`src/rtl/l2_coh_out_serializer.sv`:
```
// l2_coh_out_serializer
// Merges the L2 outgoing coherence request and response channels into one
// word-wide flit stream. Each accepted message is buffered once and emitted
// as a header flit followed by zero or WORDS_PER_LINE data flits.
// Responses have fixed priority over requests.
// Ports:
//   clk, rst           clock, synchronous active-high reset
//   l2_req_out_*       request channel (valid/ready + coh_msg, hprot, addr, line)
//   l2_rsp_out_*       response channel (valid/ready + coh_msg, req_id, to_req, addr, line)
//   noc_out_*          flit stream (valid/ready, data, last)
module l2_coh_out_serializer #(
  parameter int          LINE_ADDR_BITS = 28,
  parameter int          WORD_BITS      = 64,
  parameter int          WORDS_PER_LINE = 2,
  parameter int          CACHE_ID_BITS  = 4,
  parameter logic [1:0]  REQ_DATA_MSG   = 2'b11,
  parameter logic [1:0]  RSP_NODATA_MSG = 2'b10,
  localparam int         LINE_BITS      = WORD_BITS * WORDS_PER_LINE
) (
  input  logic                      clk,
  input  logic                      rst,
  input  logic                      l2_req_out_valid,
  input  logic [1:0]                l2_req_out_data_coh_msg,
  input  logic [1:0]                l2_req_out_data_hprot,
  input  logic [LINE_ADDR_BITS-1:0] l2_req_out_data_addr,
  input  logic [LINE_BITS-1:0]      l2_req_out_data_line,
  output logic                      l2_req_out_ready,
  input  logic                      l2_rsp_out_valid,
  input  logic [1:0]                l2_rsp_out_data_coh_msg,
  input  logic [CACHE_ID_BITS-1:0]  l2_rsp_out_data_req_id,
  input  logic [1:0]                l2_rsp_out_data_to_req,
  input  logic [LINE_ADDR_BITS-1:0] l2_rsp_out_data_addr,
  input  logic [LINE_BITS-1:0]      l2_rsp_out_data_line,
  output logic                      l2_rsp_out_ready,
  output logic                      noc_out_valid,
  output logic [WORD_BITS-1:0]      noc_out_data,
  output logic                      noc_out_last,
  input  logic                      noc_out_ready
);

  localparam int IDXW = (WORDS_PER_LINE > 1) ? $clog2(WORDS_PER_LINE) : 1;
  localparam logic [IDXW-1:0] LAST_IDX = IDXW'(WORDS_PER_LINE - 1);

  typedef enum logic [1:0] {
    IDLE = 2'd0,
    HDR  = 2'd1,
    DATA = 2'd2
  } state_t;

  state_t               state;
  logic [IDXW-1:0]      widx;
  logic                 has_data_q;
  logic [WORD_BITS-1:0] hdr_q;
  logic [WORD_BITS-1:0] words_q [WORDS_PER_LINE];

  logic                 busy;
  logic                 fire_last;
  logic                 window;
  logic                 take_rsp;
  logic                 take_req;
  logic                 take;
  logic                 has_data_next;
  logic [WORD_BITS-1:0] hdr_next;
  logic [LINE_BITS-1:0] line_sel;

  always_comb begin
    busy          = (state != IDLE);
    noc_out_valid = busy && !rst;
    noc_out_data  = '0;
    noc_out_last  = 1'b0;
    if (noc_out_valid) begin
      if (state == HDR) begin
        noc_out_data = hdr_q;
        noc_out_last = !has_data_q;
      end else begin
        noc_out_data = words_q[widx];
        noc_out_last = (widx == LAST_IDX);
      end
    end
    // Capture of the next message overlaps the final flit of the current one.
    fire_last        = noc_out_valid && noc_out_ready && noc_out_last;
    window           = !rst && (!busy || fire_last);
    l2_rsp_out_ready = window;
    l2_req_out_ready = window && !l2_rsp_out_valid;
    take_rsp         = l2_rsp_out_valid && window;
    take_req         = l2_req_out_valid && l2_req_out_ready;
    take             = take_rsp || take_req;
  end

  always_comb begin
    hdr_next = '0;
    if (take_rsp) begin
      hdr_next[1:0]                  = l2_rsp_out_data_coh_msg;
      hdr_next[3:2]                  = l2_rsp_out_data_to_req;
      hdr_next[4]                    = 1'b1;
      hdr_next[4+CACHE_ID_BITS:5]    = l2_rsp_out_data_req_id;
      hdr_next[8+LINE_ADDR_BITS:9]   = l2_rsp_out_data_addr;
      has_data_next                  = (l2_rsp_out_data_coh_msg != RSP_NODATA_MSG);
      line_sel                       = l2_rsp_out_data_line;
    end else begin
      hdr_next[1:0]                  = l2_req_out_data_coh_msg;
      hdr_next[3:2]                  = l2_req_out_data_hprot;
      hdr_next[8+LINE_ADDR_BITS:9]   = l2_req_out_data_addr;
      has_data_next                  = (l2_req_out_data_coh_msg == REQ_DATA_MSG);
      line_sel                       = l2_req_out_data_line;
    end
  end

  always_ff @(posedge clk) begin
    if (rst) begin
      state      <= IDLE;
      widx       <= '0;
      has_data_q <= 1'b0;
      hdr_q      <= '0;
      for (int unsigned i = 0; i < WORDS_PER_LINE; i++) begin
        words_q[i] <= '0;
      end
    end else begin
      case (state)
        IDLE: if (take) state <= HDR;
        HDR: begin
          if (noc_out_ready) begin
            if (has_data_q) begin
              state <= DATA;
              widx  <= '0;
            end else begin
              state <= take ? HDR : IDLE;
            end
          end
        end
        DATA: begin
          if (noc_out_ready) begin
            if (widx == LAST_IDX) begin
              widx  <= '0;
              state <= take ? HDR : IDLE;
            end else begin
              widx <= widx + 1'b1;
            end
          end
        end
        default: state <= IDLE;
      endcase
      if (take) begin
        hdr_q      <= hdr_next;
        has_data_q <= has_data_next;
        widx       <= '0;
        for (int unsigned i = 0; i < WORDS_PER_LINE; i++) begin
          words_q[i] <= line_sel[i*WORD_BITS +: WORD_BITS];
        end
      end
    end
  end

endmodule

```
`config.mk`:
```
export PLATFORM = sky130hd
export DESIGN_NAME = l2_coh_out_serializer
export DESIGN_NICKNAME = d
export VERILOG_FILES = /design/src/rtl/l2_coh_out_serializer.sv
export SDC_FILE = /design/constraint.sdc
export NUM_CORES = 1
export LEC_CHECK = 0
export BUFFER_PORTS_ARGS = -buffer_cell sky130_fd_sc_hd__buf_2
export CAP_MARGIN = 25
export CORE_AREA = 2 2 153 155
export CTS_CLUSTER_DIAMETER = 30
export DETAILED_ROUTE_END_ITERATION = 12
export DIE_AREA = 0 0 155 157
export PLACE_DENSITY = 0.71
export SYNTH_ARGS = -nofsm -noshare
export SYNTH_HDL_FRONTEND = slang
export SYNTH_SLANG_ARGS = --single-unit
```
`constraint.sdc`:
```
create_clock -name clk -period 5 [get_ports clk]
set_input_delay 1.25 -clock clk [delete_from_list [all_inputs] [get_ports clk]]
set_output_delay 1.25 -clock clk [all_outputs]
set_load 0.005 [all_outputs]
```
==> metrics.md <==
| Metric | Value |
|---|---|
| Worst slew pin tran | `1020 ps` |
| CP Max Fanout | `83` |
| Highest Signal Layer | `met5` |
| Ys Warns | `0` |
| Port bufs | `396` |
| CP Cell Sequence | `nand2b_4, nor2_1, a211oi_1, buf_2` |
| Core Area | `0.0225 mm²` |
| WL met1 | `12600 µm` |
| CP Depth | `4` |
| Met2 wire length | `14700 µm` |
| Critical path arrival | `2650 ps` |
| Gp weighted congestion | `0.887` |
| Status | `finished clean` |
| H-Tree Depth | `4` |
| Routed via count | `8831` |
| Fin Setup TNS | `0 ps` |
| Die X-Extent | `155 µm` |
| Nets | `1656` |
| GRT Overall Usage | `23.5%` |
| CTS Buf Count | `17` |
| Row count | `55` |
| PnR worst setup slack | `1100 ps` |
| Lkg Pwr | `4.96 nW` |
| Gate Count Post-Synth | `1005` |
| Met3 routed WL | `1780 µm` |
| Synthesis-to-layout area growth | `28.5%` |
| # setup viols final | `0` |
| Fmax | `256 MHz` |
| CP Capture Point | `noc_out_data[34]` |
| Vias in the first global route | `8217` |
| Via density per instance | `5.43` |
| I/O Pins | `397` |
| First-pass GRT wire length | `44700 µm` |
| # Max-Cap Violations | `0` |
| Post-DP HPWL | `20200 µm` |
| Clock Path Buffers | `2` |
| Reg-to-reg endpoint | `words_q[1][16]$_SDFFCE_PN0P_` |
| CP startpoint kind | `flip-flop` |
| Pins Over Slew Limit | `0` |
| Worst vdd ir | `0.158 mV` |
| Placed insts | `1591` |
| CTS tree | `yes` |
| Detail Route Antenna Nets | `0` |
| Setup crit end kind | `output port` |
| Largest net degree at the start of global routing | `129` |
| Mean Syn Cell Area | `9.21 µm²` |
| Latest clock arrival within the worst-skew pair | `420 ps` |
| CP delay by family, top | `simple AND/OR/NAND/NOR gates` |
| Final Hold Fails | `0` |
| Starting Density | `41.2%` |
| Fin cells | `1626` |
| Slowest stage cell, crit path | `nand2b_4` |
| Hold crit path type | `reg2reg` |
| Die height | `157 µm` |
| Final min period | `3900 ps` |
| Crit path from | `state[1]$_SDFFE_PP0P_` |
| Count of cell types in the netlist | `40` |
| Initial antenna violation count | `2` |
| Crit path largest cell delay | `830 ps` |
| DRT Pass-1 Iters | `5` |
| Mapped Nets | `1334` |
| Worst Reg-to-Reg Cells | `3` |
| Post-CTS Setup Inserts | `0` |
| Largest cells by area after synthesis | `edfxtp_1 (42%), dfxtp_1 (9.1%), a21oi_1 (7.0%)` |
| TritonCTS Sinks | `170` |
| Pre-CTS setup slack | `975 ps` |
| Initial DRC Count | `754` |
| PwrDens | `312 mW/mm²` |
| Placed Area | `0.0113 mm²` |
| Wirelength, routed | `29600 µm` |
| WL/cell | `18.2 µm` |
| Synthesis-stage register bit count | `170` |
| CP bufs+invs | `1` |
| Hold_buf cts | `0` |
| Post-Layout Inst Area | `0.0119 mm²` |
| Post-cts resize count | `0` |
| Top-area cell type share of the netlist area | `41.5%` |
| Critical Path RT | `3750 ps` |
| Fin crit share | `78.1%` |
| Grt ovf | `0` |
| DIE AREA | `0.0243 mm²` |
| DRC violations left | `0` |
| Root buf cell | `clkbuf_16` |
| Sequential share of the synthesized area | `50.6%` |
| Layout cells sized above 1 | `34.0%` |
| RSZ-0062 raised after global routing | `no` |
| Worst Clk Skew | `9.78 ps` |
| RR Startpoint | `state[1]$_SDFFE_PP0P_` |
| Worst slew margin | `31.7%` |
| Flop2flop setup slack | `1760 ps` |
| WS Path Type | `reg2out` |
| Cell Area, Synth | `0.00926 mm²` |
| Area leader, netlist | `edfxtp_1` |
| Final Util | `52.9%` |
| Clock-pin slew on the worst setup and hold paths | `70 ps` |
## worst min-delay path, cell delays in order (launching register included)
cell and delay, ps:
dfxtp_1 310, nand2_1 50, o32ai_1 60
## routing by layer
layer  global-route usage [%]  up-vias
met5                        0        -
met4                     8.07        2
met3                     3.72       50
met2                     39.2      383
met1                     31.4     4093
li1                         -     4303
## layout by cell type, fill, tap and decap left out, types with 2 or more instances in the layout
cell type	n
o22ai_1	2
and2_1	30
clkinv_4	3
o21ai_4	2
buf_2	394
buf_4	12
clkinvlp_4	2
nand3_1	128
o21ai_0	2
a211oi_1	37
o32ai_2	4
nor2_1	68
a221oi_1	2
inv_6	3
clkbuf_1	2
buf_12	3
a31oi_1	30
a21oi_1	130
dfxtp_1	41
inv_1	8
inv_8	3
clkbuf_16	17
edfxtp_1	128
mux2i_1	65
o211ai_1	2
nor2b_1	2
nand2b_1	2
nand2_1	166
o32ai_1	31
o221a_2	2
## state kept, by name, indices dropped and copies added (netlist names), named ones only
name,count
hdr_q,37
has_data_q,1
widx,1
state,2
words_q,128
## synthesized netlist by cell type, drive strengths merged
library cell  count
a2111oi           1
nand3b            1
o2bb2ai           1
o22a              1
mux2i            65
nor3b             1
a21bo             1
o22ai             2
nand3           128
and2             30
and3              1
a221oi            2
edfxtp          128
a211oi           37
nand2           167
o221a             2
a21oi           130
clkbuf           59
o21a              1
nor2             68
dfxtp            42
o32ai            35
and2b             1
nand2b            3
o21ai             4
buf              48
inv              10
o211ai            3
a31oi            30
o221ai            1
nor2b             2
## worst min-delay path by stage
stage,slack [ps],cells after the start,to,startpoint
final,480,2,hdr_q[23]$_SDFFE_PP0P_,hdr_q[23]$_SDFFE_PP0P_
after floorplan,450,2,hdr_q[36]$_SDFFE_PP0P_,hdr_q[36]$_SDFFE_PP0P_
after global placement,460,2,hdr_q[33]$_SDFFE_PP0P_,hdr_q[33]$_SDFFE_PP0P_
after CTS,480,2,hdr_q[19]$_SDFFE_PP0P_,hdr_q[19]$_SDFFE_PP0P_
after global routing,490,2,hdr_q[18]$_SDFFE_PP0P_,hdr_q[18]$_SDFFE_PP0P_
after detailed placement,470,2,hdr_q[20]$_SDFFE_PP0P_,hdr_q[20]$_SDFFE_PP0P_
## power breakdown
part,switching (W),leakage (nW),internal [W],total [W]
clock,0.000590,0.278,0.000717,0.00131
combinational,0.000393,2.91,0.000250,0.000643
sequential,0.0000590,1.78,0.00170,0.00176
## area by class of cell
type	count	area, µm²
multi-input cells	718	4090
well taps	285	357
clock buffers	20	447
fillers	2085	10600
clock inverters	12	131
flip-flops and latches	170	4690
inverters	10	40.0
diodes	1	2.50
repair buffers	410	2150
## logic make-up after synthesis
group           after synthesis  share of synthesized area, %
flops                       170                          50.6
compound gates              251                          17.4
mux                          65                          7.03
simple gates                402                          19.2
buf+inv                     117                          5.78
## stage by stage
stage | hold WS (ps) | power (W)
2_1_floorplan | 446 | 0.00215
3_3_place_gp | 461 | 0.00242
3_5_place_dp | 469 | 0.00243
4_1_cts | 480 | 0.00373
5_1_grt | 493 | 0.00388
6_report | 477 | 0.00371
No activity file was read; power rests on OpenSTA's default activity.
